File: config.mk
export PLATFORM = sky130hd
export DESIGN_NAME = ps2_rx_fifo
export DESIGN_NICKNAME = d
export VERILOG_FILES = /design/src/rtl/ps2_rx_fifo.sv
export SDC_FILE = /design/constraint.sdc
export NUM_CORES = 1
export LEC_CHECK = 0
export CAP_MARGIN = 20
export CORE_MARGIN = 4
export CORE_UTILIZATION = 40
export CTS_BUF_LIST = sky130_fd_sc_hd__clkbuf_16
export DETAILED_ROUTE_END_ITERATION = 12
export SLEW_MARGIN = 20
export SYNTH_ARGS = -nofsm -noshare
export SYNTH_HDL_FRONTEND = slang
export SYNTH_SLANG_ARGS = --single-unit
File: constraint.sdc
create_clock -name clk -period 3.55 [get_ports clk]
set_clock_uncertainty 0.2 [all_clocks]
set_input_delay 0.8875 -clock clk [delete_from_list [all_inputs] [get_ports clk]]
set_output_delay 0.8875 -clock clk [all_outputs]
set_load 0.1 [all_outputs]
File: src/rtl/ps2_rx_fifo.sv
// PS/2 device-to-host receiver: input conditioning, 11-bit frame
// deserialiser with start/parity/stop checks and stall timeout,
// feeding a first-word-fall-through byte FIFO with a valid/ready read port.
module ps2_rx_fifo #(
    parameter int FILTER_LEN   = 8,
    parameter int TIMEOUT_CYC  = 50000,
    parameter int FIFO_DEPTH   = 8,
    parameter int CHECK_PARITY = 1
) (
    input  logic                          clk,
    input  logic                          areset,
    input  logic                          ps2_clk,
    input  logic                          ps2_dat,
    output logic [7:0]                    rd_data,
    output logic                          rd_valid,
    input  logic                          rd_ready,
    output logic [$clog2(FIFO_DEPTH):0]   count,
    output logic                          parity_err,
    output logic                          frame_err,
    output logic                          overflow
);
    localparam int AW = $clog2(FIFO_DEPTH);
    localparam int CW = AW + 1;
    localparam int FW = $clog2(FILTER_LEN) + 1;
    localparam int TW = $clog2(TIMEOUT_CYC) + 1;

    localparam logic [FW-1:0] FMAX  = FW'(FILTER_LEN - 1);
    localparam logic [TW-1:0] TMAX  = TW'(TIMEOUT_CYC - 1);
    localparam logic [CW-1:0] DEPTH = CW'(FIFO_DEPTH);

    typedef enum logic [1:0] {IDLE, DATA, PARITY, STOP} state_t;

    // ---------------- input conditioning ----------------
    logic          clk_s1, clk_s2, dat_s1, dat_s2;
    logic          clk_f, clk_f_prev;
    logic [FW-1:0] run_q;
    logic          fall;

    // Two-flop synchronisers; idle bus is high so reset to 1.
    always_ff @(posedge clk or posedge areset) begin
        if (areset) begin
            clk_s1 <= 1'b1;
            clk_s2 <= 1'b1;
            dat_s1 <= 1'b1;
            dat_s2 <= 1'b1;
        end else begin
            clk_s1 <= ps2_clk;
            clk_s2 <= clk_s1;
            dat_s1 <= ps2_dat;
            dat_s2 <= dat_s1;
        end
    end

    // Deglitch: the filtered clock follows only after FILTER_LEN disagreeing cycles in a row.
    always_ff @(posedge clk or posedge areset) begin
        if (areset) begin
            clk_f      <= 1'b1;
            clk_f_prev <= 1'b1;
            run_q      <= '0;
        end else begin
            clk_f_prev <= clk_f;
            if (clk_s2 != clk_f) begin
                if (run_q == FMAX) begin
                    clk_f <= clk_s2;
                    run_q <= '0;
                end else begin
                    run_q <= run_q + FW'(1);
                end
            end else begin
                run_q <= '0;
            end
        end
    end

    assign fall = clk_f_prev & ~clk_f;

    // ---------------- frame FSM ----------------
    state_t        state_q, state_d;
    logic [2:0]    bit_q, bit_d;
    logic [7:0]    shreg_q, shreg_d;
    logic          par_q, par_d;
    logic [TW-1:0] tmo_q, tmo_d;
    logic          push, perr, ferr;

    // FSM and frame registers.
    always_ff @(posedge clk or posedge areset) begin
        if (areset) begin
            state_q <= IDLE;
            bit_q   <= '0;
            shreg_q <= '0;
            par_q   <= 1'b0;
            tmo_q   <= '0;
        end else begin
            state_q <= state_d;
            bit_q   <= bit_d;
            shreg_q <= shreg_d;
            par_q   <= par_d;
            tmo_q   <= tmo_d;
        end
    end

    // Next state: sample events advance the frame; otherwise the stall timer runs.
    always_comb begin
        state_d = state_q;
        bit_d   = bit_q;
        shreg_d = shreg_q;
        par_d   = par_q;
        tmo_d   = tmo_q;
        push    = 1'b0;
        perr    = 1'b0;
        ferr    = 1'b0;
        if (fall) begin
            tmo_d = '0;
            case (state_q)
                IDLE: begin
                    // A high data line at a falling edge is a spurious edge, not a start bit.
                    if (!dat_s2) begin
                        state_d = DATA;
                        bit_d   = '0;
                    end
                end
                DATA: begin
                    shreg_d = {dat_s2, shreg_q[7:1]};
                    bit_d   = bit_q + 3'd1;
                    if (bit_q == 3'd7) state_d = PARITY;
                end
                PARITY: begin
                    par_d   = dat_s2;
                    state_d = STOP;
                end
                STOP: begin
                    // Bad stop bit outranks bad parity so a frame yields at most one error.
                    if (!dat_s2)
                        ferr = 1'b1;
                    else if ((CHECK_PARITY != 0) && !(^{shreg_q, par_q}))
                        perr = 1'b1;
                    else
                        push = 1'b1;
                    state_d = IDLE;
                end
                default: state_d = IDLE;
            endcase
        end else if (state_q != IDLE) begin
            if (tmo_q == TMAX) begin
                ferr    = 1'b1;
                state_d = IDLE;
                tmo_d   = '0;
                bit_d   = '0;
            end else begin
                tmo_d = tmo_q + TW'(1);
            end
        end
    end

    // ---------------- FIFO ----------------
    logic [7:0]    mem [FIFO_DEPTH];
    logic [AW-1:0] wr_ptr, rd_ptr;
    logic [CW-1:0] count_q;
    logic          full, pop, wr;

    assign full     = (count_q == DEPTH);
    assign rd_valid = (count_q != '0);
    assign pop      = rd_valid & rd_ready;
    // When full, a same-cycle pop frees the head slot, which is exactly where wr_ptr points.
    assign wr       = push & (~full | pop);
    assign rd_data  = rd_valid ? mem[rd_ptr] : 8'h00;
    assign count    = count_q;

    // Storage array; contents are don't-care while their slot is unoccupied.
    always_ff @(posedge clk) begin
        if (wr) mem[wr_ptr] <= shreg_q;
    end

    // Pointers, occupancy and one-cycle error pulses.
    always_ff @(posedge clk or posedge areset) begin
        if (areset) begin
            wr_ptr     <= '0;
            rd_ptr     <= '0;
            count_q    <= '0;
            parity_err <= 1'b0;
            frame_err  <= 1'b0;
            overflow   <= 1'b0;
        end else begin
            parity_err <= perr;
            frame_err  <= ferr;
            overflow   <= push & full & ~pop;
            if (wr)  wr_ptr <= wr_ptr + AW'(1);
            if (pop) rd_ptr <= rd_ptr + AW'(1);
            case ({wr, pop})
                2'b10:   count_q <= count_q + CW'(1);
                2'b01:   count_q <= count_q - CW'(1);
                default: count_q <= count_q;
            endcase
        end
    end
endmodule

Word level (Yosys, flattened, before mapping)
Memories as Yosys holds them, arrays and structs flattened.
Index checks and enable logic that the tools add are counted.

storage, ports and cells
  bits in registers = 54
  bits in writable memories = 64
  memories kept = 1
  input bits = 5
  output and inout bits = 16
  word-level logic and storage cells = 93

memories
  memory  words  width  read ports  clocked after Yosys merged registers in  write ports  RTL line  source
  mem     8      8      1           0                                        1            156       logic [7:0] mem [FIFO_DEPTH];

operators by class
  reduce and logical (&&, ||, !) cells = 12
  bitwise gates (word level) = 9
  equal/unequal tests = 13
  add/sub/neg operators = 7
  multiplexer cells = 33

operators with widths
  kind                   count
  $mux 17                3
  $add 17x1->17 const B  1
  $eq 17x16->1 const B   1
  $mux 1                 15
  $mux 3                 4
  $mux 2                 5
  $add 3x1->3 const B    3
  $reduce_xor 9->1       1
  $add 4x1->4 const B    2
  $mux 4                 2
  $mux 8                 1
  $pmux 2 s4             1
  $pmux 4 s2             1
  $reduce_and 4->1       2
  $reduce_bool 2->1      4
  $eq 2x2->1 const B     3
  $ne 3x3->1 const B     2
  $pmux 3 s2             1
  $reduce_and 2->1       3
  $and 1x1->1            5
  $eq 2x1->1 const B     2
  $eq 4x3->1 const B     1
  $eq 4x4->1 const B     1
  $reduce_bool 4->1      1
  7 further kinds        9

Depth between registers and ports, before layout
  word-level depth = 8
  mapped depth = 10
  depth with buffers taken out = 10

Worst setup path after synthesis
OpenSTA, ideal clock, no wires.

  path type = reg2out
  from = register count_q[0] (netlist: count[0])
  to = output port rd_data[0]
  data arrival time = 2.660 ns
  path buffers = 1
  setup slack = -0.198 ns
  cell stages (with the launch flop) = 4
  required time = 2.463 ns
  cells stage by stage = dfrtp_1 -> clkbuf_1 -> nor4_4 -> nor2_1

on the way
  longest elaborated chain between the ends = 2

RTL lines
  what                    RTL line  source
  start, declared         158       logic [CW-1:0] count_q;
  start signal, assigned  190       2'b10: count_q <= count_q + CW'(1);
  start signal, assigned  191       2'b01: count_q <= count_q - CW'(1);
  start signal, assigned  192       default: count_q <= count_q;
  $reduce_bool 4->1       162       assign rd_valid = (count_q != '0);
  $mux 8                  166       assign rd_data = rd_valid ? mem[rd_ptr] : 8'h00;
  end, declared           14        output logic [7:0] rd_data,

Every way passes these cells.

Final worst setup path
  from = register rd_ptr[0]
  to = output port rd_data[6]

on the way
  longest elaborated chain between the ends = 2

RTL lines
  what                    RTL line  source
  start, declared         157       logic [AW-1:0] wr_ptr, rd_ptr;
  start signal, assigned  188       if (pop) rd_ptr <= rd_ptr + AW'(1);
  $mem_v2 8x8             -
  $mux 8                  166

Every way passes these cells.

==> impl_metrics.ini <==
[critical_path]
crit_path_start = rd_ptr[0]$_DFFE_PP0P_
r2r-start = shreg_q[4]$_DFFE_PP0P_
crit_chain = buf_4 -> mux4_2 -> mux2i_1 -> nor2_1 -> buf_12
cp_top_family = multiplexers
start_kind = register
cp.required_ns = 2.46
reg2reg_slack_ns = 0.59
crit_type = reg -> out
critPathBufInv = 2
crit_arrival_ns = 2.17
r2r_end = count[2]$_DFFE_PP0P_
cp_slowest_cell = mux4_2
slowest_delay_ns = 0.58
cp_max_fo = 16
worstRegToRegCells = 9
worstSetupEndpointType = primary output

[clocking]
cts-root-buf = clkbuf_16
clk_latency_ns = 0.41
cts_setup_buffers = 0
htreeDepth = 4
numCtsBuffers = 17
hold_buffers = 0
cts_resized = 0
clk_pin_slew_ns = 0.05
cts.sinks = 118
cts_buffer_depth = 2
cts_tree = yes

[floorplan]
ios = 21
die-area_um2 = 14900
num_rows = 41
die_y_um = 122
start_util = 0.411
die_w_um = 122
core-area_um2 = 12700

[synthesis]
synthMuxAreaShare = 0.125
synth.largest_area_cell = edfxtp_1
synth_ff_type = edfxtp_1
synth_nets = 376
syn_inst = 360
yosysWarningCount = 0
synth_edf_count = 64
synth_top_family_by_area = multiplexers
synth_area_um2 = 5210
ys_seq_area_frac = 0.630
yosys-top-cells-area = edfxtp_1 37%, dfrtp_1 23%, mux4_2 6.9%
synthAdderAreaFrac = 0.0264
synthArstFlopShare = 0.458
yosys.area_share.simple = 0.107
synth-seq-cells = 118
avgSynthCellArea_um2 = 14.5
synth-compound-area-share = 0.0406
synth_xor_xnor_area_share = 0.0555
synth_cell_types = 46
synth_top_area_share = 0.369

[layout]
drive_above_1_share = 0.255
area_growth_pct = 20.8
layout_commonest_cell = edfxtp_1
final_cells = 587
antenna_cells = 0
final_area_um2 = 6290
nNetsFinal = 418
final_cell_mix = 64 x edfxtp_1, 44 x dfrtp_1, 35 x nor2_1
fill_cells = 1110

[detailed_routing]
wirelength_mm = 9.52
vias = 2960
routedWlPerCell_um = 16.2
drt_drc_violations_left = 0
drt_iter0_drc = 72
drtAntennaViolNets = 0
vias_per_cell = 5.04
dr.pass1.iters = 4

[worst_hold_path]
hold_path.class = reg -> reg
hold_depth = 0
holdPathEnd = dat_s2$_DFF_PP1_
min_from = dat_s1$_DFF_PP1_

[placed_design]
place_congestion = 0.753
dpl.hpwl_mm = 6.40
dp_cells = 555
place.port_buffers = 20
dpl-instance-area_um2 = 5750

[sta]
whs_ns = 0.155
fin_crit_sh = 0.917
fin_setup_tns_ns = 0
period_needed_ns = 3.26
relSlewSlack = 0.465
worstMarginPinSlew_ns = 0.802
rsz0062_at_grt = false
final_hold_viol_count = 0
fmax_mhz = 307
drv_slew = 0
setup_viol = 0

[job]
maxCapViolations = 0

[run_status]
outcome = complete, no violations

[global_route]
grt_pass1_vias = 3172
grt_pass1_wl_mm = 15.8
globalRouteOverflowTotal = 0
gr-usage-all-layers = 0.142
antenna_found_initial = 0
grt_max_degree = 40

[pwr]
irDropWorstVdd_mv = 0.373
powerDensity_nw_per_um2 = 871
leakagePower_nw = 2.44
[worst reg2reg max path: stages, from the launching register on]
cell and delay, ns:
dfrtp_1 0.55, xor2_1 0.18, xnor3_2 0.50, mux2_4 0.38, nor2_1 0.14, xor2_1 0.08, ha_1 0.19, or3_1 0.34
o22ai_1 0.16, xor2_1 0.16
[how the worst max path moves through the flow]
stage / to / slack (ns) / cells after the start
finish: rd_data[6] / 0.29 / 5
global route: rd_data[0] / 0.13 / 5
CTS: rd_data[6] / 0.22 / 5
detailed placement: mem[4][1]$_DFFE_PP_ / 0.46 / 6
global placement: mem[0][1]$_DFFE_PP_ / 0.51 / 6
floorplan: rd_data[6] / -0.06 / 5
[cells in the mapped netlist (all sizes together) (5+ instances only)]
cell type and n:
nor3 8, mux2i 10, nor2 35, xor2 13, nor4 5, nand3 12, inv 10, dfrtp 48
xnor2 12, dfstp 6, mux4 16, nand2 23, mux2 14, o21ai 12, buf 6, ha 11
edfxtp 64, a21oi 8, a211oi 5, nand4 7
[sequential cells by signal (all words and copies together), names as in the netlist, 2 cells and up]
signal	flops
shreg_q	8
wr_ptr	3
count	4
rd_ptr	3
run_q	4
state_q	2
bit_q	3
tmo_q	17
mem	64
[layer usage]
metal	vias up	global-route usage	wire length [um]
met4	0	0.0504	109
met3	9	0.0436	251
met2	40	0.236	4740
met5	-	0	0
li1	1434	-	-
met1	1477	0.177	4420
[kinds of logic (layout without fill, tap and decap cells)]
| family | count (synthesis) | in the layout |
|---|---|---|
| muxes | 40 | 40 |
| DFF | 118 | 118 |
| AOI/OAI and AO/OA | 35 | 35 |
| and+or+nand+nor | 108 | 108 |
| buffers and inverters | 20 | 75 |
| adders and majority gates | 11 | 11 |
| xor gates and xnor gates | 28 | 28 |
[final cells by class]
class	count	area [um2]	area share
Sequential cell	118	3290	0.522
Clock inverter	14	95.1	0.0151
Multi-Input combinational cell	222	1850	0.293
Clock buffer	18	450	0.0716
Inverter	10	41.3	0.00656
Timing Repair Buffer	33	358	0.0569
Tap cell	172	215	0.0342
[stage by stage]
step / power [mW] / setup slack, ns / utilization
floorplan: 3.34 / -0.0633 / -
detailed placement: 3.99 / 0.464 / 0.454
global route: 5.74 / 0.132 / 0.497
CTS: 5.56 / 0.216 / 0.497
global placement: 3.96 / 0.506 / 0.454
finish: 5.48 / 0.295 / 0.497
[where the power goes]
part / total [mW] / internal [mW] / switching [mW] / leakage, nW
registers: 1.78 / 1.57 / 0.211 / 1.27
clock network: 1.54 / 0.979 / 0.561 / 0.275
logic: 2.16 / 0.826 / 1.33 / 0.890
Power figures use the tool's default switching activity.
